$ cat config.mk
export PLATFORM = sky130hd
export DESIGN_NAME = multicycle_cu24
export DESIGN_NICKNAME = d
export VERILOG_FILES = /design/src/rtl/multicycle_cu24.sv
export SDC_FILE = /design/constraint.sdc
export NUM_CORES = 1
export LEC_CHECK = 0
export CAP_MARGIN = 20
export CORE_MARGIN = 1.5
export CORE_UTILIZATION = 38
export CTS_CLUSTER_DIAMETER = 200
export CTS_CLUSTER_SIZE = 28
export DETAILED_ROUTE_END_ITERATION = 8
export PLACE_DENSITY = 0.74
export SYNTH_ARGS = -nofsm -noshare
export SYNTH_HDL_FRONTEND = slang
export SYNTH_SLANG_ARGS = --single-unit
export TNS_END_PERCENT = 10
$ cat constraint.sdc
create_clock -name Clock -period 3.47 [get_ports Clock]
set_input_delay 0.5205 -clock Clock [delete_from_list [all_inputs] [get_ports Clock]]
set_output_delay 0.5205 -clock Clock [all_outputs]
set_load 0.05 [all_outputs]
$ cat src/rtl/multicycle_cu24.sv
// Multi-cycle FETCH/DECODE/EXEC/MEM/WB sequencer for the 24-bit CPU datapath.
// Optional perf counters (InstrCount, CycleCount) under `MCU24_PERF_CNT_EN.
module multicycle_cu24 #(
  parameter int CNT_W = 24
) (
  input  logic             Clock,
  input  logic             Reset_n,
  input  logic [3:0]       opcode,
  input  logic             IMemReady,
  input  logic             DMemReady,
  output logic             IMemReq,
  output logic             DMemReq,
  output logic             IRWrite,
  output logic             PCWrite,
  output logic             RegDst,
  output logic             Branch,
  output logic             MemRead,
  output logic             MemWrite,
  output logic             RegWrite,
  output logic             MemToReg,
  output logic             ALUSrc,
  output logic [1:0]       ALUOp,
  output logic [2:0]       State,
  output logic             Halted,
  output logic             IllegalOp
`ifdef MCU24_PERF_CNT_EN
  ,
  output logic [CNT_W-1:0] InstrCount,
  output logic [CNT_W-1:0] CycleCount
`endif
);

  typedef enum logic [2:0] {
    S_FETCH  = 3'd0,
    S_DECODE = 3'd1,
    S_EXEC   = 3'd2,
    S_MEM    = 3'd3,
    S_WB     = 3'd4,
    S_HALT   = 3'd5
  } state_t;

  localparam logic [1:0] ALU_ADD = 2'b00;
  localparam logic [1:0] ALU_SUB = 2'b01;
  localparam logic [1:0] ALU_FN  = 2'b10;
  localparam logic [1:0] ALU_IMM = 2'b11;

  if (CNT_W < 1) begin : g_bad_cnt_w
    $error("CNT_W must be at least 1");
  end

  state_t     state_q;
  state_t     state_d;
  logic [3:0] op_q;

  logic is_r;
  logic is_i;
  logic is_lw;
  logic is_sw;
  logic is_beq;

  assign is_r   = (op_q == 4'h0);
  assign is_i   = (op_q >= 4'h1) && (op_q <= 4'h7);
  assign is_lw  = (op_q == 4'h8);
  assign is_sw  = (op_q == 4'h9);
  assign is_beq = (op_q == 4'hA);

  always_ff @(posedge Clock or negedge Reset_n) begin
    if (!Reset_n) begin
      state_q <= S_FETCH;
      op_q    <= 4'h0;
    end else begin
      state_q <= state_d;
      if (state_q == S_DECODE) begin
        op_q <= opcode;
      end
    end
  end

  assign State = state_q;

  always_comb begin
    state_d   = state_q;
    IMemReq   = 1'b0;
    DMemReq   = 1'b0;
    IRWrite   = 1'b0;
    PCWrite   = 1'b0;
    RegDst    = 1'b0;
    Branch    = 1'b0;
    MemRead   = 1'b0;
    MemWrite  = 1'b0;
    RegWrite  = 1'b0;
    MemToReg  = 1'b0;
    ALUSrc    = 1'b0;
    ALUOp     = ALU_ADD;
    Halted    = 1'b0;
    IllegalOp = 1'b0;
    unique case (state_q)
      S_FETCH: begin
        IMemReq = 1'b1;
        if (IMemReady) begin
          // no IR/PC load may escape while reset is held
          IRWrite = Reset_n;
          PCWrite = Reset_n;
          state_d = S_DECODE;
        end
      end
      S_DECODE: begin
        state_d = (opcode == 4'hF) ? S_HALT : S_EXEC;
      end
      S_EXEC: begin
        unique case (1'b1)
          is_r: begin
            RegDst  = 1'b1;
            ALUOp   = ALU_FN;
            state_d = S_WB;
          end
          is_i: begin
            ALUSrc  = 1'b1;
            ALUOp   = ALU_IMM;
            state_d = S_WB;
          end
          is_lw, is_sw: begin
            ALUSrc  = 1'b1;
            ALUOp   = ALU_ADD;
            state_d = S_MEM;
          end
          is_beq: begin
            ALUOp   = ALU_SUB;
            Branch  = 1'b1;
            state_d = S_FETCH;
          end
          default: begin
            IllegalOp = 1'b1;
            state_d   = S_FETCH;
          end
        endcase
      end
      S_MEM: begin
        DMemReq  = 1'b1;
        ALUSrc   = 1'b1;
        ALUOp    = ALU_ADD;
        MemRead  = is_lw;
        MemWrite = is_sw;
        if (DMemReady) begin
          state_d = is_lw ? S_WB : S_FETCH;
        end
      end
      S_WB: begin
        RegWrite = 1'b1;
        MemToReg = is_lw;
        state_d  = S_FETCH;
      end
      S_HALT: begin
        Halted = 1'b1;
      end
      default: begin
        state_d = S_FETCH;
      end
    endcase
  end

`ifdef MCU24_PERF_CNT_EN
  logic retire;

  assign retire = ((state_q == S_EXEC) ||
                   (state_q == S_MEM)  ||
                   (state_q == S_WB))  &&
                  (state_d == S_FETCH);

  always_ff @(posedge Clock or negedge Reset_n) begin
    if (!Reset_n) begin
      InstrCount <= '0;
      CycleCount <= '0;
    end else begin
      if (state_q != S_HALT) begin
        CycleCount <= CycleCount + 1'b1;
      end
      if (retire) begin
        InstrCount <= InstrCount + 1'b1;
      end
    end
  end
`endif

endmodule

Yosys cells after proc, flatten, opt, wreduce, memory -nomap -nowiden
Cells that the tools add are included.
{"block": "totals", "register_bits": 7, "inputBits": 8, "wordCells": 49}
{"block": "op_classes", "n_lt_le_gt_ge": 2, "eq_ne": 11, "mux": 25, "bitwise": 1, "reduce_logical": 8}
{"op": "$eq A4 B4 Y1 const B", "n": 4}
{"op": "$mux W1", "n": 16}
{"op": "$pmux W3 S5", "n": 1}
{"op": "$mux W3", "n": 4}
{"op": "$eq A3 B2 Y1 const B", "n": 2}
{"op": "$eq A3 B3 Y1 const B", "n": 2}
{"op": "$pmux W2 S3", "n": 1}
{"op": "$pmux W3 S2", "n": 1}
{"op": "$reduce_or A5 Y1", "n": 1}
{"op": "$ge A4 B1 Y1 const B", "n": 1}
{"op": "$le A4 B3 Y1 const B", "n": 1}
{"op": "$logic_not A4 Y1", "n": 1}
{"op": "$ne A2 B2 Y1 const B", "n": 2}
{"op": "$reduce_or A2 Y1", "n": 2}
{"op": "$eq A3 B1 Y1 const B", "n": 1}
{"op": "$logic_not A3 Y1", "n": 1}
{"op": "$reduce_and A3 Y1", "n": 1}
{"op": "$reduce_or A3 Y1", "n": 1}
{"op": "$mux W2", "n": 1}
{"op": "$pmux W1 S2", "n": 1}
{"op": "$logic_and A1 B1 Y1", "n": 1}
{"op": "$not A1 Y1", "n": 1}

Logic depth before layout (Yosys ltp)
Gate-level depths: netlist of run 1.
{"block": "depth", "depth_word": 5, "ltp_mapped": 4, "ltp_nobuf": 3}

Least setup slack after synthesis of run 1
OpenSTA, ideal clock, no wires.
{"block": "synth_path", "kind": "register -> output", "startpoint": "reg state_q[2] (netlist: State[2])", "endpoint": "out MemToReg", "t_arrival_ps": 3685, "required_ps": 2949, "path_slack_ps": -736, "path_stages_with_launch": 5, "path_cell_list": "dfrtp_1 -> buf_4 -> inv_1 -> nor3_1 -> nor4b_1"}
{"block": "synth_between", "elab_chain_cells": 2}
{"element": "start, declared", "line": "51", "rtl": "state_t state_q;"}
{"element": "start signal, assigned", "line": "72", "rtl": "state_q <= state_d;"}
{"element": "$eq A3 B3 Y1", "line": "97", "rtl": "unique case (state_q)"}
{"element": "$mux W1", "line": "97"}
{"element": "end, declared", "line": "20", "rtl": "output logic MemToReg,"}
Every way passes these cells.

Worst setup path after layout of run 1
{"block": "layout_path", "startpoint": "reg state_q[1] (netlist: State[1])", "endpoint": "out RegDst"}
{"block": "layout_between", "elab_chain_cells": 2}
{"element": "$eq A3 B2 Y1", "line": "97"}
{"element": "$mux W1", "line": "97"}
{"element": "end, declared", "line": "15", "rtl": "output logic RegDst,"}
Every way passes these cells.

==> flow_metrics.tcl, run 1 <==
set metrics [dict create \
    cts_sinks 7 \
    final_nets 90 \
    post_cts_buffers 0 \
    clk_latency_ps 250 \
    pwr_density_cell_nw_per_um2 1100 \
    r2r-end "op_q[3]" \
    placementRows 14 \
    setup_violations 0 \
    syn_area_um2 592 \
    grt_max_degree 14 \
    drv_slew 0 \
    outcome "completed" \
    initial_core_util 0.397 \
    synth_top_cell_area_share 0.296 \
    first_pass_iters 4 \
    fin_setup_tns_ps 0 \
    gr-usage-all-layers 0.153 \
    vdd_drop_max_mv 0.536 \
    synth_cell_types 30 \
    synth_seq_cells 7 \
    ctsResizeCount 0 \
    yosysTopAreaCell "dfrtp_1" \
    antenna_cells 0 \
    gp_congestion 0.726 \
    core_um2 1490 \
    post_drt_wl_per_cell_um 12.5 \
    wl_met1_um 574 \
    period_share 0.847 \
    drive_gt1_frac 0.222 \
    path_class "flop to output pin" \
    p_leak_nw 0.299 \
    critPathLaunchType "flop" \
    path_max_fanout 13 \
    holdBufCountCts 0 \
    grt_first_pass_wirelength_um 2110 \
    antenna_found_initial 0 \
    root_buffer "clkbuf_4" \
    die_y_um 42.5 \
    slew_headroom 0.663 \
    fp.dieW_um 42.5 \
    min_period_ps 2940 \
    syn_inst 59 \
    avgSynthCellArea_um2 10.0 \
    seq_area_frac_synth 0.296 \
    drc 0 \
    drtIter0Drc 8 \
    crit_path_end_kind "output pin" \
    cts_tree "built" \
    cts-buffers-inserted 3 \
    grt.overflow.total 0 \
    dpl.hpwl_um 942 \
    synth_ff_type "dfrtp_1" \
    htreeDepth 1 \
    die_area_um2 1800 \
    clk_path_buf_depth 2 \
    syn_to_final_growth_pct 43.1 \
    highest_layer "met4" \
    grt_pass1_vias 458 \
    clk_pin_slew_ps 50 \
    timing.hold.ws_ps 534 \
    min_path_type "input port to async pin" \
    synth_most_common_cell "dfrtp_1" \
    r2r_slack_ps 2010 \
    totalPowerFinal_mw 0.929 \
    numPortBuffers 25 \
    wl_met3_um 53 \
    synthTopCellsByCount "dfrtp_1 (7), mux2_2 (5), nor2_1 (5), a21oi_1 (4)" \
    via_count 529 \
    ff2ff_path_depth 3 \
    routed_wl_um 1210 \
    timing.fmax_mhz 340 \
    io_pins 26 \
    skew_ps 0.774 \
    r2r_start "State[0]" \
    synth_edf_count 0 \
    detail-route-antenna-nets 0 \
    ys_warn_count 0 \
    drv_cap 0 \
    cp.required_ps 2950 \
    critPathArrivalTime_ps 2420 \
    vias_per_cell 5.45 \
    synth_area_leaders "dfrtp_1 (30%), mux2_2 (9.5%), nor4b_4 (8.0%)" \
    dr_wl_met2_um 570 \
    rsz0062_at_grt "false" \
    async_reset_ff_frac 1.00 \
    tightest_slew_ps 504 \
    final_core_util 0.569 \
    finalHoldViolCount 0 \
    syn_nets 67 \
]
-- layout by cell type (no fill, tap or decap), types with 2 or more instances in the layout --
cell / netlist / routed
a21oi_1: 4 / 4
and3_1: 2 / 2
clkbuf_4: 0 / 3
clkdlybuf4s50_1: 0 / 25
dfrtp_1: 7 / 7
mux2_2: 5 / 5
nand2b_1: 2 / 2
nor2_1: 5 / 5
nor3b_1: 2 / 2
nor4b_2: 2 / 3
nor4b_4: 2 / 2
o21ai_0: 3 / 3
-- stage by stage --
stage,cells,setup slack (ps),area [µm²]
floorplan,59,84.3,603
global placement,93,749,821
detailed placement,93,715,821
CTS,97,500,847
global route,97,445,847
finish,97,531,847
-- cell type report --
| type | count | area, µm² |
|---|---|---|
| inverter | 1 | 3.75 |
| tap | 16 | 20.0 |
| fill | 126 | 642 |
| multi-input combinational | 44 | 372 |
| timing repair buffer | 25 | 250 |
| clock buffer | 4 | 26.3 |
| sequential | 7 | 175 |
-- worst max path at each step --
stage | startpoint | end | slack (ps) | cells past startpoint
final | State[1] | RegDst | 530 | 4
after floorplan | State[1] | PCWrite | 80 | 4
after detailed placement | Reset_n | IRWrite | 720 | 3
after global placement | Reset_n | IRWrite | 750 | 3
after global routing | State[1] | RegDst | 450 | 4
after CTS | State[1] | RegDst | 500 | 4
-- where the power goes --
part,switching (mW),internal (mW)
logic,0.355,0.248
registers,0.131,0.122
clock network,0.0295,0.0438
-- layer usage --
layer / global-route usage / vias to the layer above
met2: 0.237 / 16
met1: 0.214 / 246
met5: 0 / -
met3: 0.0129 / 2
met4: 0.0750 / 0
li1: - / 265
-- cells by family after synthesis --
family / Yosys count / share of synthesized area
and+or+nand+nor: 26 / 0.374
AOI/OAI and AO/OA: 13 / 0.140
buffers and inverters: 8 / 0.0951
DFF: 7 / 0.296
muxes: 5 / 0.0951
-- sequential cells by signal, indices dropped and copies added, names as in the netlist --
| signal | count |
|---|---|
| op_q | 4 |
| State | 3 |
-- critical path: stages, from the launching register on --
cell	delay [ps]
dfrtp_1	550
or3b_4	470
nor2_4	120
nor4b_4	190
clkdlybuf4s50_1	830
(Power assumes the default switching activity.)
==> run 2: changes to the inputs <==
- CORE_UTILIZATION: 38 -> 36
- PLACE_DENSITY: 0.74 -> 0.73
- clock period: 3.47 -> 2.5 ns (I/O delays scaled with it)
==> run 2 against run 1 <==
- routed wire length increased by 8.7%
- global-route usage up 0.35 points
- critical endpoint is now Halted
- critical path depth decreased by 1
- flip-flop and latch count stayed put
- total power grew 46%
- cell count increased by 1.0%
- cell area increased by 8.0%
- worst setup slack got worse by 330 ps
- first-iteration DRC count rose by 13%
==> flow_metrics.tcl, run 2 (same netlist as run 1, synthesis figures left out) <==
set metrics [dict create \
    drv_cap 0 \
    rsz0062_at_grt "false" \
    fin_setup_tns_ps 0 \
    min_path_type "input port to async pin" \
    syn_to_final_growth_pct 54.5 \
    drtIter0Drc 9 \
    grt.overflow.total 0 \
    path_class "flop to output pin" \
    drc 0 \
    core_um2 1520 \
    top_register "op_q" \
    timing.fmax_mhz 434 \
    grt_max_degree 14 \
    first_pass_iters 4 \
    skew_ps 7.83 \
    vdd_drop_max_mv 0.760 \
    gr-usage-all-layers 0.157 \
    cts-buffers-inserted 3 \
    vias_per_cell 5.46 \
    numPortBuffers 25 \
    largest_reg_flops 4 \
    place_area_um2 888 \
    pre_cts_ws_ps 451 \
    final_core_util 0.600 \
    gp_congestion 0.718 \
    setup_violations 0 \
    tightest_slew_ps 515 \
    critPathLaunchType "flop" \
    clk_latency_ps 250 \
    final_cell_mix "clkdlybuf4s50_1 (14), dfrtp_1 (7), buf_4 (7)" \
    cts_sinks 7 \
    critPathArrivalTime_ps 1930 \
    clk_pin_slew_ps 50 \
    grt_busiest_layer "met2" \
    placementRows 14 \
    antenna_found_initial 0 \
    period_share 0.921 \
    post_drt_wl_per_cell_um 13.4 \
    clk_path_buf_depth 2 \
    stdcell_area_um2 915 \
    outcome "completed" \
    setup_slack_ps 197 \
    antenna_cells 0 \
    drive_gt1_frac 0.390 \
    path_max_fanout 13 \
    ff2ff_path_depth 3 \
    p_leak_nw 0.348 \
    io_pins 26 \
    drv_slew 0 \
    final_common_cell "clkdlybuf4s50_1" \
    initial_core_util 0.388 \
    fp.dieW_um 43.5 \
    die_y_um 43.5 \
    final_nets 91 \
    grt_pass1_vias 494 \
    root_buffer "clkbuf_4" \
    slew_headroom 0.656 \
    pwr_density_cell_nw_per_um2 1480 \
    detail-route-antenna-nets 0 \
    min_period_ps 2300 \
    dpl.hpwl_um 1020 \
    cts_tree "built" \
    r2r_slack_ps 1030 \
    finalHoldViolCount 0 \
    cp.required_ps 2120 \
    grt_first_pass_wirelength_um 2210 \
    holdBufCountCts 0 \
    grt.met1_usage 0.212 \
    use_met3 0.0125 \
    htreeDepth 1 \
    routed_wl_um 1320 \
    post_cts_buffers 0 \
    n_fill_cell 132 \
    crit_path_end_kind "output pin" \
    via_count 535 \
    ctsResizeCount 0 \
    use_met2 0.235 \
    die_area_um2 1900 \
]
## run 2: changes by cell type in the layout (fill, tap and decap cells not counted)
| cell | previous run | this run |
|---|---|---|
| nor4b_4 | 2 | 3 |
| buf_12 | 0 | 5 |
| nor3_1 | 1 | 0 |
| nor3b_1 | 2 | 1 |
| clkdlybuf4s50_1 | 25 | 14 |
| nor4b_2 | 3 | 2 |
| buf_4 | 0 | 7 |
| nor3b_2 | 0 | 1 |
| nor3_4 | 0 | 1 |
## run 2: final cells by class
type                    count  area (µm²)  share of cell area
flip-flops and latches      7         175               0.192
repair buffers             26         293               0.320
well taps                  16        20.0              0.0219
clock buffers               4        26.3              0.0287
multi-input cells          44         397               0.434
inverters                   1        3.75             0.00410
## run 2: path summary, 6_finish.rpt
path | startpoint | end
setup / recovery | State[1] | Halted
hold / removal | Reset_n | State[2]
setup reg to reg | State[1] | op_q[1]
hold reg to reg | State[2] | State[1]
max in group asynchronous | Reset_n | op_q[1]
min in group Clock | State[2] | State[1]
## run 2: worst max-delay path, stage by stage, from the launching register on
cell	delay (ps)
dfrtp_1	520
nand2b_1	260
nor2_1	110
clkdlybuf4s50_1	800
## run 2: report_power, final
group	internal (mW)	total [mW]	switching (mW)	leakage [nW]
Clock	0.0608	0.0998	0.0391	0.0150
Combinational	0.379	0.891	0.512	0.247
Sequential	0.169	0.365	0.196	0.0852
## run 2: per-layer routing
metal  share of wire  wire length [µm]
met5               0                 0
met1            0.46               604
met3           0.059                78
met2            0.47               623
met4          0.0076                10
## run 2: through the flow
stage / power (mW) / std cells / hold WS, ps
after floorplan: 1.05 / 59 / 79.4
after global placement: 1.25 / 94 / 665
after detailed placement: 1.26 / 94 / 666
after CTS: 1.37 / 98 / 400
after global routing: 1.44 / 98 / 412
final: 1.36 / 98 / 409
